$ cat src/rtl/block_acc_pkg.sv
// Purpose : shared types, mode encodings and width helpers for block_accumulator.
// Latency : n/a (declarations only).
// Backpressure: n/a.
package block_acc_pkg;

    // Per-block result mode, sampled on the cycle a full block completes.
    localparam logic MODE_SUM = 1'b0;
    localparam logic MODE_AVG = 1'b1;

    // Output-stage state: S_HOLD while a result sits in the output register.
    typedef enum logic {
        S_ACC  = 1'b0,
        S_HOLD = 1'b1
    } state_t;

    // Result width: a full block of the most negative sample needs exactly
    // log2(block_len) extra bits, so the sum can never overflow.
    function automatic int acc_width(input int data_w, input int block_len);
        return data_w + $clog2(block_len);
    endfunction

    // Sample-count width: must hold block_len itself (1..block_len).
    function automatic int cnt_width(input int block_len);
        return $clog2(block_len) + 1;
    endfunction

endpackage

$ cat src/rtl/block_accumulator_if.sv
// Purpose : input/output valid-ready streams of block_accumulator, named from the DUT's side.
// Latency : n/a (wiring only).
// Backpressure: o_ready stalls the input stream; i_ready stalls the result stream.
// Ports   : i_valid/i_x/i_flush/i_mode/o_ready  - sample stream into the accumulator
//           o_valid/o_acc/o_count/i_ready       - result stream out of the accumulator
interface block_accumulator_if
    import block_acc_pkg::*;
#(
    parameter int DATA_W    = 8,
    parameter int BLOCK_LEN = 16
);
    localparam int ACC_W = acc_width(DATA_W, BLOCK_LEN);
    localparam int CNT_W = cnt_width(BLOCK_LEN);

    logic                     i_valid;
    logic                     o_ready;
    logic signed [DATA_W-1:0] i_x;
    logic                     i_flush;
    logic                     i_mode;

    logic                     o_valid;
    logic                     i_ready;
    logic signed [ACC_W-1:0]  o_acc;
    logic        [CNT_W-1:0]  o_count;

    // DUT side.
    modport slave (
        input  i_valid, i_x, i_flush, i_mode, i_ready,
        output o_ready, o_valid, o_acc, o_count
    );

    // Upstream producer / downstream consumer side.
    modport master (
        output i_valid, i_x, i_flush, i_mode, i_ready,
        input  o_ready, o_valid, o_acc, o_count
    );

endinterface

$ cat src/rtl/block_acc_out_stage.sv
// Purpose : one-deep result holding register with valid/ready and upstream ready generation.
// Latency : 1 cycle from i_load to o_valid.
// Backpressure: o_ready drops while a result is held and i_ready is low; all outputs freeze.
// Ports   : i_clk, i_rst_n (async, active-low)
//           i_load, i_acc, i_count   - new result from the accumulator (only when o_ready=1)
//           i_ready                  - downstream ready
//           o_valid, o_acc, o_count  - registered result stream
//           o_ready                  - upstream may advance this cycle
module block_acc_out_stage
    import block_acc_pkg::*;
#(
    parameter int ACC_W = 12,
    parameter int CNT_W = 5
) (
    input  logic                    i_clk,
    input  logic                    i_rst_n,
    input  logic                    i_load,
    input  logic signed [ACC_W-1:0] i_acc,
    input  logic        [CNT_W-1:0] i_count,
    input  logic                    i_ready,
    output logic                    o_valid,
    output logic                    o_ready,
    output logic signed [ACC_W-1:0] o_acc,
    output logic        [CNT_W-1:0] o_count
);

    state_t                  r_state;
    logic signed [ACC_W-1:0] r_acc;
    logic        [CNT_W-1:0] r_count;

    // A result is pending exactly while in S_HOLD, so o_valid comes straight
    // off the state register.
    assign o_valid = (r_state == S_HOLD);

    // Register is free if empty or being drained this cycle; this lets a new
    // result load on the same edge the old one is consumed.
    assign o_ready = !(o_valid && !i_ready);

    assign o_acc   = r_acc;
    assign o_count = r_count;

    always_ff @(posedge i_clk or negedge i_rst_n) begin
        if (!i_rst_n) begin
            r_state <= S_ACC;
            r_acc   <= '0;
            r_count <= '0;
        end else begin
            case (r_state)
                S_ACC: begin
                    if (i_load) begin
                        r_state <= S_HOLD;
                        r_acc   <= i_acc;
                        r_count <= i_count;
                    end
                end
                S_HOLD: begin
                    if (i_ready) begin
                        // Back-to-back result keeps o_valid high with new data.
                        if (i_load) begin
                            r_acc   <= i_acc;
                            r_count <= i_count;
                        end else begin
                            r_state <= S_ACC;
                        end
                    end
                end
                default: r_state <= S_ACC;
            endcase
        end
    end

endmodule

$ cat src/rtl/block_accumulator.sv
// Purpose : sums BLOCK_LEN signed samples (or a flushed partial block) and emits sum or mean.
// Latency : 1 cycle from the completing sample / flush to o_valid.
// Backpressure: o_ready = !(o_valid && !i_ready); stalled samples and flushes must be held upstream.
// Ports   : i_clk, i_rst_n (async, active-low)
//           bus (slave): i_valid/i_x/i_flush/i_mode/o_ready in, o_valid/o_acc/o_count/i_ready out
module block_accumulator
    import block_acc_pkg::*;
#(
    parameter int DATA_W    = 8,
    parameter int BLOCK_LEN = 16
) (
    input  logic                i_clk,
    input  logic                i_rst_n,
    block_accumulator_if.slave  bus
);

    localparam int LOG2_LEN = $clog2(BLOCK_LEN);
    localparam int ACC_W    = acc_width(DATA_W, BLOCK_LEN);
    localparam int CNT_W    = cnt_width(BLOCK_LEN);

    if (DATA_W < 2 || DATA_W > 32 || BLOCK_LEN < 2 || BLOCK_LEN > 256 ||
        (BLOCK_LEN & (BLOCK_LEN - 1)) != 0) begin : g_bad_param
        $error("block_accumulator: DATA_W must be 2..32, BLOCK_LEN a power of 2 in 2..256");
    end

    logic signed [ACC_W-1:0] r_acc;
    logic        [CNT_W-1:0] r_cnt;

    logic                    w_accept;
    logic                    w_flush;
    logic signed [ACC_W-1:0] w_x_ext;
    logic signed [ACC_W-1:0] w_sum;
    logic signed [ACC_W-1:0] w_avg;
    logic signed [ACC_W-1:0] w_res;
    logic        [CNT_W-1:0] w_cnt_next;
    logic                    w_full;
    logic                    w_load;

    assign w_accept = bus.i_valid && bus.o_ready;
    assign w_flush  = bus.i_flush && bus.o_ready;

    assign w_x_ext    = {{(ACC_W - DATA_W){bus.i_x[DATA_W-1]}}, bus.i_x};
    // The same-cycle sample is folded in before any flush decision.
    assign w_sum      = w_accept ? (r_acc + w_x_ext) : r_acc;
    assign w_cnt_next = r_cnt + CNT_W'(w_accept);
    assign w_full     = w_accept && (r_cnt == CNT_W'(BLOCK_LEN - 1));

    // Arithmetic shift floors toward -inf, which is the intended mean.
    assign w_avg = w_sum >>> LOG2_LEN;

    // Partial (flushed) blocks always report the raw sum.
    assign w_res  = (w_full && bus.i_mode == MODE_AVG) ? w_avg : w_sum;
    // A flush with nothing accumulated produces no result.
    assign w_load = w_full || (w_flush && w_cnt_next != '0);

    always_ff @(posedge i_clk or negedge i_rst_n) begin
        if (!i_rst_n) begin
            r_acc <= '0;
            r_cnt <= '0;
        end else if (w_load) begin
            r_acc <= '0;
            r_cnt <= '0;
        end else if (w_accept) begin
            r_acc <= w_sum;
            r_cnt <= w_cnt_next;
        end
    end

    // w_cnt_next equals BLOCK_LEN on a full block, so it serves as o_count in both cases.
    block_acc_out_stage #(
        .ACC_W (ACC_W),
        .CNT_W (CNT_W)
    ) u_out_stage (
        .i_clk   (i_clk),
        .i_rst_n (i_rst_n),
        .i_load  (w_load),
        .i_acc   (w_res),
        .i_count (w_cnt_next),
        .i_ready (bus.i_ready),
        .o_valid (bus.o_valid),
        .o_ready (bus.o_ready),
        .o_acc   (bus.o_acc),
        .o_count (bus.o_count)
    );

endmodule
$ cat src/flat_wrapper.sv
// flat-port wrapper written by rule: the top's interface ports become plain ports
module block_accumulator_flat import block_acc_pkg::*;
#(
    parameter int DATA_W    = 8,
    parameter int BLOCK_LEN = 16
)
  (i_clk, i_rst_n, bus_i_valid, bus_i_x, bus_i_flush, bus_i_mode, bus_i_ready, bus_o_ready, bus_o_valid, bus_o_acc, bus_o_count);
  block_accumulator_if #(.DATA_W(DATA_W), .BLOCK_LEN(BLOCK_LEN)) bus_i ();
  input  logic i_clk;
  input  logic i_rst_n;
  input wire logic [$bits(bus_i.i_valid)-1:0] bus_i_valid;
  input wire logic [$bits(bus_i.i_x)-1:0] bus_i_x;
  input wire logic [$bits(bus_i.i_flush)-1:0] bus_i_flush;
  input wire logic [$bits(bus_i.i_mode)-1:0] bus_i_mode;
  input wire logic [$bits(bus_i.i_ready)-1:0] bus_i_ready;
  output wire logic [$bits(bus_i.o_ready)-1:0] bus_o_ready;
  output wire logic [$bits(bus_i.o_valid)-1:0] bus_o_valid;
  output wire logic [$bits(bus_i.o_acc)-1:0] bus_o_acc;
  output wire logic [$bits(bus_i.o_count)-1:0] bus_o_count;
  assign bus_i.i_valid = bus_i_valid;
  assign bus_i.i_x = bus_i_x;
  assign bus_i.i_flush = bus_i_flush;
  assign bus_i.i_mode = bus_i_mode;
  assign bus_i.i_ready = bus_i_ready;
  assign bus_o_ready = bus_i.o_ready;
  assign bus_o_valid = bus_i.o_valid;
  assign bus_o_acc = bus_i.o_acc;
  assign bus_o_count = bus_i.o_count;
  block_accumulator #(.DATA_W(DATA_W), .BLOCK_LEN(BLOCK_LEN)) u_core (.i_clk(i_clk), .i_rst_n(i_rst_n), .bus(bus_i));
endmodule
$ cat config.mk
export PLATFORM = sky130hd
export DESIGN_NAME = block_accumulator_flat
export DESIGN_NICKNAME = d
export VERILOG_FILES = /design/src/rtl/block_acc_pkg.sv /design/src/rtl/block_accumulator_if.sv /design/src/rtl/block_acc_out_stage.sv /design/src/rtl/block_accumulator.sv /design/src/flat_wrapper.sv
export SDC_FILE = /design/constraint.sdc
export NUM_CORES = 1
export LEC_CHECK = 0
export CAP_MARGIN = 20
export CORE_ASPECT_RATIO = 0.6
export CORE_MARGIN = 4
export CORE_UTILIZATION = 40
export DETAILED_ROUTE_END_ITERATION = 7
export HOLD_SLACK_MARGIN = 0.15
export SYNTH_ARGS = -nofsm -noshare
export SYNTH_HDL_FRONTEND = slang
export SYNTH_HIERARCHICAL = 1
export SYNTH_SLANG_ARGS = --single-unit
$ cat constraint.sdc
create_clock -name i_clk -period 3.81 [get_ports i_clk]
set_input_delay 0.9525 -clock i_clk [delete_from_list [all_inputs] [get_ports i_clk]]
set_output_delay 0.9525 -clock i_clk [all_outputs]
set_load 0.01 [all_outputs]
==> run metrics, run 1 <==
status finished, final reports clean; Final min period 3.51 ns; RSZ-0062 raised after global routing false; Int Power 0.00128 W; initial core utilization 41.9%; CTS tree yes; Distinct cells, synth 51; Switching Fraction 40.2%; Synth area leader dfrtp_1; CTS buffer count 5; DRT iter0 DRCs 86; ranking of synthesized cells by area dfrtp_1 37%, ha_1 6.8%, mux2_4 6.3%, mux2i_1 5.0%, mux2_2 3.3%; final cell area excluding filler cells 0.00285 sq mm; asr flop ratio synth 100%; CP Class input port to flip-flop; largest net degree at the start of global routing 36; DIE AREA 0.00728 sq mm; drt wl/cell 15.7 microns; hold buffers post-CTS 0; switching power 0.000864 W; Routed Antenna Nets 0; Combinational Power Share 58.7%; static leakage 1.36 nW; final setup fails 0; r2r setup slk 1.06 ns; share of cells above drive strength 1 20.8%; Layout Nets 287; row count 21; CTS Sinks 35; Worst Clk Skew 0.00454 ns; Top Ports 33; final hold vios 0; post-CTS setup buffers 0; 1st-pass router iterations 4; sequential area share after synthesis 36.8%; H-tree Lvls 2; WP data arrival 3.67 ns; Syn Std Cell Area 0.00238 sq mm; syn avg cell area 10.7 sq um; Syn Nets 250; Max Cap Viol 0; Cells after Synth 222; placed cells 332; final wirelength 5340 microns; critical-path maximum fanout 17; die width 108 microns; Final Total Pwr 0.00215 W; CP max-delay cell or4_1; Hold Path Class flip-flop to flip-flop; worst slew pin tran 0.782 ns; pwr/cell area 753 mW/mm^2; Vias 1766; Fmax 285 MHz; Max VDD drop 378 uV; number of global-route vias before repair 1689; Final HPWL DP 3970 microns; Slew Limit Fails 0; max incr delay on CP 0.57 ns; Clock Latency Late Sink 0.28 ns; initial antenna violation count 0; Seq pwr share 29.0%; top-area cell type share of the netlist area 36.8%; non-filler cells in the finished layout 340; port bufs 32; Tot GR Track Use 15.4%; Max transition margin 47.9%; crit start category input port; Worst setup EP type flip-flop; core footprint 0.00568 sq mm; predominant post-synthesis flop cell dfrtp_1; ant diodes 0; Post-synth EDFFs 0; clock power share 12.3%; RePlAce Congestion 0.853; clock-pin slew on the worst setup and hold paths 0.07 ns; vias per std cell 5.19; CTS root buf clkbuf_8; Syn. warnings 6; DRC 0; Final period util 92.0%; Crit path required time 3.98 ns; first-pass GRT wire length 8610 microns; Layout area overhead 19.9%; post-CTS resize count 0; Die Ht 67.7 microns; grt ovf 0; Fin Setup TNS 0 ns; Yosys reg bits 35; Post-DP Area 0.00277 sq mm; Max Root-Sink Buffers 2; worst-path cell chain clkdlybuf4s50_1 > nand2b_4 > nand2_1 > inv_2 > ha_2 > ha_1 > or4_1 > o221a_1 > nand2_4 > mux2_2
[synth_stat cells, drive strengths merged, types with 5 or more instances]
| cell type | n |
|---|---|
| nand2 | 16 |
| nand3 | 12 |
| dfrtp | 35 |
| mux2i | 12 |
| clkbuf | 6 |
| o21ai | 8 |
| a31oi | 5 |
| xor2 | 6 |
| buf | 5 |
| ha | 13 |
| nand4 | 5 |
| a21oi | 14 |
| nor2 | 17 |
| mux2 | 18 |
| inv | 7 |
| a21o | 5 |
| xnor2 | 6 |
[critical path, delay by kind of cell]
| family | cells | cell delay (ns) |
|---|---|---|
| muxes | 1 | 0.37 |
| and+or+nand+nor | 4 | 1.04 |
| AOI/OAI and AO/OA | 1 | 0.30 |
| buffers and inverters | 2 | 0.53 |
| adders and majority gates | 2 | 0.47 |
[state kept, by name, indices dropped and copies added (netlist names)]
signal                      cells
u_core/u_out_stage/o_count      5
u_core/r_acc                   12
u_core/r_cnt                    5
u_core/u_out_stage/o_acc       12
u_core/u_out_stage/o_valid      1
[worst paths after layout]
kind,startpoint,end,cells past startpoint
min,u_core/u_out_stage/o_acc[11]$_DFFE_PN0P_,u_core/u_out_stage/o_acc[11]$_DFFE_PN0P_,1
max,bus_i_ready,u_core/u_out_stage/o_acc[9]$_DFFE_PN0P_,10
min reg2reg,u_core/u_out_stage/o_acc[11]$_DFFE_PN0P_,u_core/u_out_stage/o_acc[11]$_DFFE_PN0P_,1
max in group asynchronous,i_rst_n,u_core/u_out_stage/o_acc[3]$_DFFE_PN0P_,1
min in group asynchronous,i_rst_n,u_core/u_out_stage/o_acc[11]$_DFFE_PN0P_,1
max reg2reg,u_core/u_out_stage/o_valid$_DFF_PN0_,u_core/u_out_stage/o_acc[9]$_DFFE_PN0P_,9
[power groups by stage]
stage / clock, W / combinational, W / sequential, W
5_1_grt: 0.000290 / 0.00138 / 0.000643
2_1_floorplan: 0 / 0.000879 / 0.000637
3_5_place_dp: 0 / 0.00126 / 0.000628
6_report: 0.000264 / 0.00126 / 0.000623
4_1_cts: 0.000270 / 0.00127 / 0.000625
3_3_place_gp: 0 / 0.00125 / 0.000630
[final cells by class]
class                      instances  area [sq um]
sequential                        35           876
tap                               80           100
timing repair buffer              41           383
multi-input combinational        169          1380
inverter                           7          26.3
fill                             542          2820
clock inverter                     2          12.5
clock buffer                       6          72.6
[cell families after synthesis]
group | share of synthesized area, %
AO/OA/AOI/OAI | 10.8
buffers and inverters | 5.15
adder cells (fa/ha/maj) | 7.68
XOR/XNOR | 5.37
AND/OR/NAND/NOR | 19.0
flip-flops | 36.8
multiplexers | 15.2
[placed cells by master (no fill, tap or decap), types with 4 or more instances in the layout]
| cell | n |
|---|---|
| nand2_1 | 15 |
| ha_1 | 12 |
| inv_1 | 6 |
| mux2_4 | 10 |
| xor2_1 | 6 |
| mux2i_1 | 12 |
| clkdlybuf4s50_1 | 31 |
| nand3_1 | 10 |
| buf_4 | 9 |
| o21ai_0 | 7 |
| a31oi_1 | 4 |
| a21o_1 | 5 |
| nand4_1 | 5 |
| a21oi_1 | 14 |
| clkbuf_8 | 5 |
| dfrtp_1 | 35 |
| nor2_4 | 6 |
| nor2_1 | 8 |
| mux2_2 | 7 |
| xnor2_1 | 6 |
[per-layer routing]
metal / GRT usage, % / part of all wire [%] / vias to the layer above
li1: - / - / 875
met1: 24.8 / 56 / 855
met2: 20.3 / 39 / 34
met3: 3.92 / 4.3 / 2
met4: 2.83 / 0.30 / 0
met5: 0 / 0 / -
[through the flow]
step	setup slack, ns	hold slack (ns)	util [%]
6_report	0.303	0.507	50.3
5_1_grt	0.197	0.545	50.3
4_1_cts	0.296	0.509	50.3
3_5_place_dp	-0.00561	0.492	48.8
3_3_place_gp	0.0937	0.491	48.8
2_1_floorplan	0.00588	0.511	-
(Power assumes the default switching activity.)
==> run 2, diff against run 1 <==
Settings changed: HOLD_SLACK_MARGIN 0.15 to 0.03.
==> results of run 2 <==
No change in the layout: final DEF, timing and power equal those of run 1.
